`src/rtl/cpu_pkg.sv`:
```
// Shared definitions for the small CPU control path: opcode and ALU codes,
// PC source selects and the multi-cycle control unit state encoding.
package cpu_pkg;

    localparam int unsigned CPU_OP_W     = 4;
    localparam int unsigned CPU_ALU_OP_W = 3;
    localparam int unsigned CPU_CNT_W    = 16;
    localparam int unsigned PC_SRC_W     = 2;

    // Opcodes; every encoding above OP_HALT is undefined
    localparam logic [3:0] OP_ADD  = 4'd0;
    localparam logic [3:0] OP_IADD = 4'd1;
    localparam logic [3:0] OP_ST   = 4'd2;
    localparam logic [3:0] OP_LD   = 4'd3;
    localparam logic [3:0] OP_BEQ  = 4'd4;
    localparam logic [3:0] OP_JMP  = 4'd5;
    localparam logic [3:0] OP_HALT = 4'd6;

    // ALU operation codes
    localparam logic [2:0] ALU_ADD  = 3'd0;
    localparam logic [2:0] ALU_IADD = 3'd1;
    localparam logic [2:0] ALU_ST   = 3'd2;
    localparam logic [2:0] ALU_LD   = 3'd3;
    localparam logic [2:0] ALU_SUB  = 3'd4;

    // PC source selects
    localparam logic [PC_SRC_W-1:0] PC_SRC_INC = 2'd0;
    localparam logic [PC_SRC_W-1:0] PC_SRC_BR  = 2'd1;
    localparam logic [PC_SRC_W-1:0] PC_SRC_JMP = 2'd2;

    typedef enum logic [2:0] {
        ST_IDLE,
        ST_FETCH,
        ST_DECODE,
        ST_EXEC,
        ST_MEM,
        ST_WB,
        ST_HALT
    } cu_state_t;

endpackage

```
`src/rtl/cu_op_decode.sv`:
```
// Combinational opcode classifier shared by the DECODE, EXEC, MEM and WB steps.
// Ports:
//   op          opcode to classify
//   alu_op      ALU operation for this opcode
//   select0     ALU B operand is the immediate
//   select1     writeback takes memory data
//   is_mem      opcode needs a MEM step (ld/st)
//   is_store    opcode is st
//   is_branch   opcode is beq
//   is_jump     opcode is jmp
//   is_halt     opcode is halt
//   is_illegal  opcode is undefined
module cu_op_decode #(
    parameter int unsigned OP_W     = 4,
    parameter int unsigned ALU_OP_W = 3
) (
    input  logic [OP_W-1:0]     op,
    output logic [ALU_OP_W-1:0] alu_op,
    output logic                select0,
    output logic                select1,
    output logic                is_mem,
    output logic                is_store,
    output logic                is_branch,
    output logic                is_jump,
    output logic                is_halt,
    output logic                is_illegal
);
    import cpu_pkg::*;

    // Opcode to control attributes
    always_comb begin
        alu_op     = ALU_OP_W'(ALU_ADD);
        select0    = 1'b0;
        select1    = 1'b0;
        is_mem     = 1'b0;
        is_store   = 1'b0;
        is_branch  = 1'b0;
        is_jump    = 1'b0;
        is_halt    = 1'b0;
        is_illegal = 1'b0;
        case (op)
            OP_W'(OP_ADD):  alu_op = ALU_OP_W'(ALU_ADD);
            OP_W'(OP_IADD): begin
                alu_op  = ALU_OP_W'(ALU_IADD);
                select0 = 1'b1;
            end
            OP_W'(OP_ST): begin
                alu_op   = ALU_OP_W'(ALU_ST);
                is_mem   = 1'b1;
                is_store = 1'b1;
            end
            OP_W'(OP_LD): begin
                alu_op  = ALU_OP_W'(ALU_LD);
                is_mem  = 1'b1;
                select1 = 1'b1;
            end
            OP_W'(OP_BEQ): begin
                alu_op    = ALU_OP_W'(ALU_SUB);
                is_branch = 1'b1;
            end
            OP_W'(OP_JMP):  is_jump = 1'b1;
            OP_W'(OP_HALT): is_halt = 1'b1;
            default:        is_illegal = 1'b1;
        endcase
    end

endmodule

```
`src/rtl/multicycle_cu.sv`:
```
// Multi-cycle control unit: walks each instruction through FETCH, DECODE,
// EXEC, MEM and WB, handshaking with a shared instruction/data memory.
// Ports:
//   clk, rst_n        clock, asynchronous active-low reset
//   ins_op            IR opcode field (valid from DECODE until the next FETCH)
//   alu_zero          ALU zero flag, used by beq in EXEC
//   mem_ready         memory accepts/completes the request this cycle
//   mem_req, mem_we   memory request and write strobe
//   iord              memory address select (0 = PC, 1 = ALU result)
//   ir_wr_en          load IR
//   pc_wr_en, pc_src  load PC and its source (PC+1 / branch / jump)
//   wr_en             register-file write
//   select0, select1  ALU B operand select, writeback source select
//   alu_op            ALU operation
//   halted            core stopped (registered)
//   illegal_op        sticky undefined-opcode flag (registered)
//   retired           retired-instruction count (registered, wraps)
module multicycle_cu
    import cpu_pkg::*;
#(
    parameter int unsigned OP_W     = CPU_OP_W,
    parameter int unsigned ALU_OP_W = CPU_ALU_OP_W,
    parameter int unsigned CNT_W    = CPU_CNT_W
) (
    input  logic                clk,
    input  logic                rst_n,
    input  logic [OP_W-1:0]     ins_op,
    input  logic                alu_zero,
    input  logic                mem_ready,
    output logic                mem_req,
    output logic                mem_we,
    output logic                iord,
    output logic                ir_wr_en,
    output logic                pc_wr_en,
    output logic [1:0]          pc_src,
    output logic                wr_en,
    output logic                select0,
    output logic                select1,
    output logic [ALU_OP_W-1:0] alu_op,
    output logic                halted,
    output logic                illegal_op,
    output logic [CNT_W-1:0]    retired
);

    cu_state_t            state;
    cu_state_t            state_nxt;
    logic [OP_W-1:0]      op_q;
    logic [OP_W-1:0]      dec_op;
    logic                 retire_c;
    logic                 enter_halt_c;

    logic [ALU_OP_W-1:0]  d_alu_op;
    logic                 d_select0;
    logic                 d_select1;
    logic                 d_is_mem;
    logic                 d_is_store;
    logic                 d_is_branch;
    logic                 d_is_jump;
    logic                 d_is_halt;
    logic                 d_is_illegal;

    // DECODE classifies the live IR field; later steps use the captured opcode
    assign dec_op = (state == ST_DECODE) ? ins_op : op_q;

    cu_op_decode #(
        .OP_W     (OP_W),
        .ALU_OP_W (ALU_OP_W)
    ) u_dec (
        .op         (dec_op),
        .alu_op     (d_alu_op),
        .select0    (d_select0),
        .select1    (d_select1),
        .is_mem     (d_is_mem),
        .is_store   (d_is_store),
        .is_branch  (d_is_branch),
        .is_jump    (d_is_jump),
        .is_halt    (d_is_halt),
        .is_illegal (d_is_illegal)
    );

    // State and captured opcode
    always_ff @(posedge clk or negedge rst_n) begin
        if (!rst_n) begin
            state <= ST_IDLE;
            op_q  <= '0;
        end else begin
            state <= state_nxt;
            if (state == ST_DECODE) begin
                op_q <= ins_op;
            end
        end
    end

    // Next state and combinational control outputs
    always_comb begin
        state_nxt    = state;
        retire_c     = 1'b0;
        enter_halt_c = 1'b0;
        mem_req      = 1'b0;
        mem_we       = 1'b0;
        iord         = 1'b0;
        ir_wr_en     = 1'b0;
        pc_wr_en     = 1'b0;
        pc_src       = PC_SRC_INC;
        wr_en        = 1'b0;
        select0      = 1'b0;
        select1      = 1'b0;
        alu_op       = '0;
        case (state)
            ST_IDLE: state_nxt = ST_FETCH;
            ST_FETCH: begin
                mem_req = 1'b1;
                if (mem_ready) begin
                    ir_wr_en  = 1'b1;
                    pc_wr_en  = 1'b1;
                    pc_src    = PC_SRC_INC;
                    state_nxt = ST_DECODE;
                end
            end
            ST_DECODE: begin
                if (d_is_halt || d_is_illegal) begin
                    enter_halt_c = 1'b1;
                    retire_c     = d_is_halt;
                    state_nxt    = ST_HALT;
                end else begin
                    state_nxt = ST_EXEC;
                end
            end
            ST_EXEC: begin
                alu_op  = d_alu_op;
                select0 = d_select0;
                if (d_is_branch) begin
                    pc_src    = PC_SRC_BR;
                    pc_wr_en  = alu_zero;
                    retire_c  = 1'b1;
                    state_nxt = ST_FETCH;
                end else if (d_is_jump) begin
                    pc_src    = PC_SRC_JMP;
                    pc_wr_en  = 1'b1;
                    retire_c  = 1'b1;
                    state_nxt = ST_FETCH;
                end else if (d_is_mem) begin
                    state_nxt = ST_MEM;
                end else begin
                    state_nxt = ST_WB;
                end
            end
            ST_MEM: begin
                // ALU keeps producing the address while the memory stalls
                mem_req = 1'b1;
                iord    = 1'b1;
                mem_we  = d_is_store;
                alu_op  = d_alu_op;
                select0 = d_select0;
                if (mem_ready) begin
                    if (d_is_store) begin
                        retire_c  = 1'b1;
                        state_nxt = ST_FETCH;
                    end else begin
                        state_nxt = ST_WB;
                    end
                end
            end
            ST_WB: begin
                wr_en     = 1'b1;
                select1   = d_select1;
                select0   = d_select0;
                alu_op    = d_alu_op;
                retire_c  = 1'b1;
                state_nxt = ST_FETCH;
            end
            ST_HALT: state_nxt = ST_HALT;
            default: state_nxt = ST_IDLE;
        endcase
    end

    // Sticky status flags, set as DECODE hands over to HALT
    always_ff @(posedge clk or negedge rst_n) begin
        if (!rst_n) begin
            halted     <= 1'b0;
            illegal_op <= 1'b0;
        end else if (enter_halt_c) begin
            halted     <= 1'b1;
            illegal_op <= illegal_op | d_is_illegal;
        end
    end

    // Retired-instruction counter, wraps naturally
    always_ff @(posedge clk or negedge rst_n) begin
        if (!rst_n) begin
            retired <= '0;
        end else if (retire_c) begin
            retired <= retired + CNT_W'(1);
        end
    end

endmodule
```
`config.mk`:
```
export PLATFORM = sky130hd
export DESIGN_NAME = multicycle_cu
export DESIGN_NICKNAME = d
export VERILOG_FILES = /design/src/rtl/cpu_pkg.sv /design/src/rtl/cu_op_decode.sv /design/src/rtl/multicycle_cu.sv
export SDC_FILE = /design/constraint.sdc
export NUM_CORES = 1
export LEC_CHECK = 0
export CORE_MARGIN = 4
export CORE_UTILIZATION = 46
export CTS_CLUSTER_DIAMETER = 150
export DETAILED_ROUTE_END_ITERATION = 7
export GPL_ROUTABILITY_DRIVEN = 1
export HOLD_SLACK_MARGIN = 0.08
export PLACE_DENSITY = 0.82
export SYNTH_ARGS = -nofsm -noshare
export SYNTH_HDL_FRONTEND = slang
export SYNTH_SLANG_ARGS = --single-unit
```
`constraint.sdc`:
```
create_clock -name clk -period 2.31 [get_ports clk]
set_input_delay 0.3465 -clock clk [delete_from_list [all_inputs] [get_ports clk]]
set_output_delay 0.3465 -clock clk [all_outputs]
set_load 0.005 [all_outputs]
```
==> implementation parameters, run 1 <==
Parameter                              Value

Final layout
  Diodes inserted ... 0
  Area added between synthesis and finish ... 45.4%
  Final net count ... 187
  Area of the multi-input gates ... between 700 and 800 um2
  Share of post-route cells with drive strength above 1 ... 0.271
  Non-Filler Cell Area, Final ... 0.00201 mm2
  Total area of sequential cells ... 628 um2
  FILL cells ... 214
  Utilization after layout ... 0.717

Critical path
  Worst setup SP type ... flop
  Number of cell instances on the worst register-to-register path ... 7
  Sort of element at the end of the critical path ... output pin
  Setup slack of the worst register-to-register path ... 0.28 ns
  Critical path type ... reg -> out
  Data required time at the worst endpoint ... between 1.5 and 2 ns
  Crit path DAT ... between 1.5 and 2 ns
  Max Fanout on Critical Path ... 6

Pwr
  Total power consumption of the routed design ... a little under 2 mW
  Reported leakage power ... between 0.8 and 0.9 nW
  Maximum resistive drop on vdd ... 0.000682 V
  Power per cell area ... just under 1000 mW/mm2

STA
  Skew final ... 0.0118 ns
  Setup repair after global routing missed its margin ... no
  Final critical-path share of the clock period ... 0.965
  Min Tclk post-route ... 2.23 ns
  Final hold violation count ... 0
  Final count of negative-setup-slack endpoints ... 0
  Worst Tran Pin Value ... ~0.5 ns
  Setup_tns ... 0 ns
  Max-slew violations ... 0
  Worst relative slew slack ... 0.667
  FMAX ... 448 MHz

Logic synthesis
  Average size of a mapped cell ... about 11 um2
  Synth Area in XOR/XNOR ... 0.101
  Sequential area share after synthesis ... 0.452
  Compound-Gate Fraction of Synth Area ... 0.172
  Share of Yosys cell area claimed by the top area cell type ... 0.452
  Combinational family with the most area after synthesis ... simple AND/OR/NAND/NOR gates
  Leading cell types by total area after synthesis ... dfrtp_1 (45%), xnor2_1 (9.5%), nor3b_4 (2.7%)
  Register bit count reported by yosys ... 25
  Distinct cells, synth ... 39
  Combined area of all synthesized cells ... ~0.0014 mm2
  Basic-gate share of the synthesized area counting and, or, nand and nor cells ... 0.204
  Share of cell area taken by muxes after synthesis ... 0.0462
  Cells after synthesis ... 123
  Mapped Nets ... around 130
  Syn. warnings ... 0
  Adder and majority cell fraction of the synthesized area ... 0.00905
  Library cell occupying the most area in the post-synthesis netlist ... dfrtp_1

Place
  Detailed Place HPWL ... 2640 um
  Weighted congestion reported at the end of routability-driven placement ... 0.852
  Total of buffers placed on input and output ports ... 38
  Post-DP Area ... 0.00187 mm2

Route
  Routed wire length ... 3640 um
  Remaining design rule violation count ... 0
  Vias per inst ... about 5.8
  Average routed wire per standard cell ... ~17 um
  DRT Pass-1 Iters ... 4
  1st-iter DRT viols ... 47
  Vias after detailed routing ... 1201
  Post-detailed-route count of antenna-violating nets ... 0

Floorplanning
  FP Rows ... 19
  Effective utilization at floorplan ... 0.493
  Vertical die dimension ... 62.8 um
  Number of top-level pins ... 39
  Core ar. ... 0.00281 mm2
  Die width ... around 63 um
  Die outline area ... 0.00395 mm2

CTS
  Hold buffer count at CTS ... 0
  Root buf cell ... clkbuf_4
  CTS tree ... yes
  Num CTS Buffers ... 3
  Register clock-pin slew on the reported worst setup and hold paths ... 0.15 ns
  Number of sinks driven by the clock tree ... 25
  Maximum clock insertion buffer count ... 2
  CTS HTree Levels ... 1
  Latest clock arrival within the worst-skew pair ... 0.33 ns

Outcome
  Status ... finished, final reports clean

Global routing
  Global-route layer with the greatest usage ... met2
  Met2 Usage GRT ... 0.330
  Initial antenna violation count ... 0
  Vias in the first global route ... 1245
  GRT Overall Usage ... 0.188
  Met3 demand-to-capacity share in global routing ... 0.0396
  Total gr overflow ... 0
  Met1 track demand over resource in global routing ... 0.227
  First-pass GRT wire length ... 6000 um
  Maximum number of pins on one net before global-route repair ... 26

Worst hold path
  Worst hold path type ... in -> async

Flow run
  Max cap viols ... 0
cells by family (layout without fill, tap and decap cells):
kind of cell | after synthesis | count (layout)
buf+inv | 5 | 59
compound gates | 30 | 30
mux | 5 | 5
simple gates | 41 | 41
xor+xnor | 16 | 16
fa+ha+maj | 1 | 1
flops | 25 | 25
per-stage QoR:
step                hold WS, ns  std cells  worst slack [ns]
finish                    0.362        208            0.0798
global route              0.402        208           0.00217
CTS                       0.364        205          -0.00290
detailed placement        0.463        200            0.0302
global placement          0.457        200            0.0677
floorplan                0.0509        123             0.399
metal layers:
| metal | wire (um) | vias to the layer above |
|---|---|---|
| li1 | - | 557 |
| met1 | 1490 | 594 |
| met2 | 1890 | 42 |
| met3 | 176 | 8 |
| met4 | 75 | 0 |
| met5 | 0 | - |
flip-flops by register name, indices dropped and copies added (netlist names):
| register | count |
|---|---|
| state | 3 |
| illegal_op | 1 |
| op_q | 4 |
| retired | 16 |
| halted | 1 |
final cells by class:
class,count,share of cell area
timing repair buffer,53,0.256
tap,31,0.0193
multi-input combinational,93,0.395
inverter,2,0.00373
sequential,25,0.312
clock buffer,3,0.0112
clock inverter,1,0.00249
path summary, 6_finish.rpt:
path | from | to
min in group clk | halted$_DFFE_PN0P_ | halted$_DFFE_PN0P_
min | rst_n | retired[10]$_DFFE_PN0P_
max reg2reg | state[0]$_DFFE_PN0P_ | retired[14]$_DFFE_PN0P_
max in group asynchronous | rst_n | op_q[3]$_DFF_PN0_
max | state[2]$_DFFE_PN0P_ | mem_we
min reg2reg | halted$_DFFE_PN0P_ | halted$_DFFE_PN0P_
placed cells by master (no fill, tap or decap), types with 3 or more instances in the layout:
master           synthesis  layout
dlygate4sd2_1            0       4
dfrtp_1                 25      23
clkdlybuf4s50_1          0      30
nor2b_1                  4       4
o21bai_1                 4       4
xnor2_1                 15      15
clkbuf_4                 0       3
mux2_2                   3       3
nor2_1                   8       5
nand2_1                  5       5
o21ai_1                  5       5
buf_6                    0       4
o211ai_1                 3       3
nand2b_1                 4       3
buf_4                    0      10
nor3_2                   2       3
and3_1                   5       5
critical path, cell delays in order, from the launching register on:
cell	delay (ns)
dfrtp_1	0.45
buf_6	0.13
nand2b_4	0.07
buf_6	0.15
nor2_4	0.09
and3_1	0.16
clkdlybuf4s50_1	0.50
cell usage after synthesis:
cell and instances:
dfrtp_1 25, xnor2_1 15, nor2_1 8, and3_1 5, nand2_1 5, o21ai_1 5
nand2b_1 4, nor2b_1 4, o21bai_1 4, mux2_2 3, o211ai_1 3, o21ai_0 3
a21oi_1 2, a31oi_1 2, and4_1 2, buf_2 2, inv_1 2, mux2_4 2
nand3_1 2, nand4_1 2, nor3_2 2, nor3_4 2, nor3b_4 2, o2111ai_2 2
a2111oi_0 1, a2111oi_1 1, a21boi_0 1, a21o_1 1, a221oi_1 1, and2b_2 1
clkbuf_1 1, ha_1 1, nor3_1 1, nor3b_1 1, o211ai_2 1, o21ai_4 1
o221ai_1 1, o22ai_2 1, xor2_1 1
power breakdown:
group          leakage [nW]  switching (mW)  total (mW)  internal (mW)
Clock                0.0177           0.138       0.203         0.0650
Sequential            0.318           0.148       0.703          0.556
Combinational         0.542           0.488        1.07          0.584
Total                 0.877           0.773        1.98           1.20
timing repair:
action | CTS | global route
gates resized for setup | 18 | 13
pin swaps | 1 | 2
setup endpoints to repair | 8 | 6
setup buffers | 1 | 3
Note: power is estimated with default switching activity, not from simulation.
==> inputs of run 2 (changes only) <==
--- a/config.mk
+++ b/config.mk
@@ -8,6 +8,7 @@
 export CORE_MARGIN = 4
 export CORE_UTILIZATION = 46
 export CTS_CLUSTER_DIAMETER = 150
+export CTS_CLUSTER_SIZE = 12
 export DETAILED_ROUTE_END_ITERATION = 7
 export GPL_ROUTABILITY_DRIVEN = 1
 export HOLD_SLACK_MARGIN = 0.08
==> results of run 2 <==
Same layout as run 1: the final DEF is identical, and so are final timing and power.
==> inputs of run 3 (changes only) <==
--- a/config.mk
+++ b/config.mk
@@ -13,6 +13,7 @@
 export GPL_ROUTABILITY_DRIVEN = 1
 export HOLD_SLACK_MARGIN = 0.08
 export PLACE_DENSITY = 0.82
+export SKIP_LAST_GASP = 1
 export SYNTH_ARGS = -nofsm -noshare
 export SYNTH_HDL_FRONTEND = slang
 export SYNTH_SLANG_ARGS = --single-unit
==> run 3 against run 2 <==
Effect of this change: global-route usage is 0.076 points lower; largest cell class unchanged; hold slack worse by 0.0040 ns; first-iteration DRC count did not move.
==> implementation parameters, run 3 (synthesis gave the netlist of run 1 again) <==
Parameter                              Value

Outcome
  Status ... finished, final reports clean

Place
  Detailed Place HPWL ... 2640 um
  Post-DP Area ... 0.00187 mm2
  Total of buffers placed on input and output ports ... 38
  Post-place setup slack ... 0.0302 ns
  Weighted congestion reported at the end of routability-driven placement ... 0.852

STA
  Max-slew violations ... 0
  Worst Setup Slack, final ... 0.0322 ns
  Worst Tran Pin Value ... around 0.46 ns
  Skew final ... 0.0103 ns
  Worst hold slack ... 0.358 ns
  Final critical-path share of the clock period ... 0.986
  Worst relative slew slack ... 0.692
  FMAX ... 439 MHz
  Final hold violation count ... 0
  Min Tclk post-route ... 2.28 ns
  Setup repair after global routing missed its margin ... yes
  Final count of negative-setup-slack endpoints ... 0

CTS
  Root buf cell ... clkbuf_4
  Hold buffer count at CTS ... 0
  Number of sinks driven by the clock tree ... 25
  CTS HTree Levels ... 1
  Maximum clock insertion buffer count ... 2
  Latest clock arrival within the worst-skew pair ... 0.33 ns
  CTS tree ... yes
  Num CTS Buffers ... 3
  Register clock-pin slew on the reported worst setup and hold paths ... approximately 0.15 ns

Global routing
  Vias in the first global route ... roughly 1300
  Initial antenna violation count ... 0
  GRT Overall Usage ... 0.188
  First-pass GRT wire length ... 5990 um
  Maximum number of pins on one net before global-route repair ... 26
  Total gr overflow ... 0

Pwr
  Switching power ... about 770 uW
  Switching share of total power ... 0.389
  Combinational Power Share ... 0.539
  Total power consumption of the routed design ... approximately 2.0 mW
  Sequential Power Share ... 0.354
  Power per cell area ... 980 mW/mm2
  Maximum resistive drop on vdd ... 0.000673 V
  Portion of total power attributed to the clock network ... 0.106
  Reported leakage power ... 0.907 nW
  Internal power of the cells ... around 1.2 mW

Final layout
  Final net count ... 188
  Register name with the most flops ... retired
  Share of post-route cells with drive strength above 1 ... 0.270
  Most common cell after layout, fill and taps aside ... clkdlybuf4s50_1
  Regs by FF count ... retired x16, op_q x4, state x3
  Most used cells in the layout excluding fill and tap cells ... clkdlybuf4s50_1 (29), dfrtp_1 (23), xnor2_1 (15)
  Diodes inserted ... 0
  Area added between synthesis and finish ... 45.5%
  Utilization after layout ... 0.717
  Number of flip-flops under the largest register name ... 16
  Non-Filler Cell Area, Final ... around 0.0020 mm2

Critical path
  Highest-delay cell along the critical path ... dfrtp_1
  Number of cell instances on the worst register-to-register path ... 6
  Worst setup SP type ... flop
  Critical path type ... reg -> out
  Data required time at the worst endpoint ... 1.96 ns
  Setup slack of the worst register-to-register path ... 0.32 ns
  Sort of element at the end of the critical path ... output pin
  CP top delay family ... flip-flops
  WP buf/inv ... 2
  Crit path DAT ... just under 2 ns
  Startpoint of the lowest-slack register-to-register path ... op_q[3]$_DFF_PN0_
  CP max stage delay ... 0.46 ns
  Max Fanout on Critical Path ... 3
  Worst reg2reg endpoint ... retired[11]$_DFFE_PN0P_
  Worst path cell trace ... nor3b_4 -> buf_4 -> mux2_2 -> a2111oi_1 -> buf_2

Route
  DRT Pass-1 Iters ... 4
  Post-detailed-route count of antenna-violating nets ... 0
  Vias after detailed routing ... 1197
  Vias per inst ... 5.73
  Routed wire length ... 3610 um
  1st-iter DRT viols ... 47
  Average routed wire per standard cell ... 17.3 um
  Remaining design rule violation count ... 0

Floorplanning
  Effective utilization at floorplan ... 0.493
  Die outline area ... 0.00395 mm2
  Vertical die dimension ... 62.8 um
  FP Rows ... 19
  Core ar. ... 0.00281 mm2
  Die width ... between 60 and 70 um
  Number of top-level pins ... 39

Flow run
  Max cap viols ... 0

Worst hold path
  Worst hold path type ... in -> async
[run 3: timing repair]
| action | 4_1_cts | 5_1_grt |
|---|---|---|
| endpoints found under the hold margin | 0 | 0 |
| setup buffers | 1 | 4 |
| gates resized for setup | 14 | 15 |
| setup endpoints to repair | 8 | 7 |
| pin swaps | 1 | 2 |
[run 3: worst register-to-register path, cell delays in order (launching register included)]
cell and delay (ns):
dfrtp_2 0.46, buf_12 0.14, nor3b_4 0.29, a31oi_1 0.23
nor3_2 0.44, o2111ai_2 0.19, xnor2_1 0.15
[run 3: per-layer routing]
metal	track usage	part of all wire	routed length, um	up-vias
met2	0.328	0.50	1800	45
li1	-	-	-	559
met5	0	0	0	-
met3	0.0414	0.047	170	10
met1	0.225	0.43	1550	583
met4	0.0689	0.027	96	0
[run 3: final cells by class]
class | instances | area, um2
clock buffer | 3 | 22.5
clock inverter | 1 | 5.00
fill | 213 | 793
inverter | 2 | 7.51
multi-input combinational | 93 | 788
sequential | 25 | 628
tap | 31 | 38.8
timing repair buffer | 54 | 522
[run 3: worst max-delay path by stage]
stage	from	cells after the start	to	slack, ns
finish	state[0]$_DFFE_PN0P_	5	alu_op[2]	0.03
global route	state[0]$_DFFE_PN0P_	5	alu_op[2]	-0.07
CTS	state[2]$_DFFE_PN0P_	6	pc_src[1]	-0.06
detailed placement	ins_op[1]	4	alu_op[2]	0.03
global placement	mem_ready	5	pc_wr_en	0.07
floorplan	state[2]$_DFFE_PN0P_	4	alu_op[2]	0.40
[run 3: power by group through the flow]
stage	clock network (mW)	registers, mW	logic [mW]
after global placement	0	0.684	0.882
after floorplan	0	0.671	0.487
after CTS	0.211	0.694	0.966
final	0.210	0.699	1.06
after global routing	0.232	0.712	1.14
after detailed placement	0	0.695	0.908
[run 3: per-stage QoR]
| step | setup TNS [ns] | cells |
|---|---|---|
| final | 0 | 209 |
| after CTS | -0.0842 | 205 |
| after floorplan | 0 | 123 |
| after global placement | 0 | 200 |
| after global routing | -0.121 | 209 |
| after detailed placement | 0 | 200 |
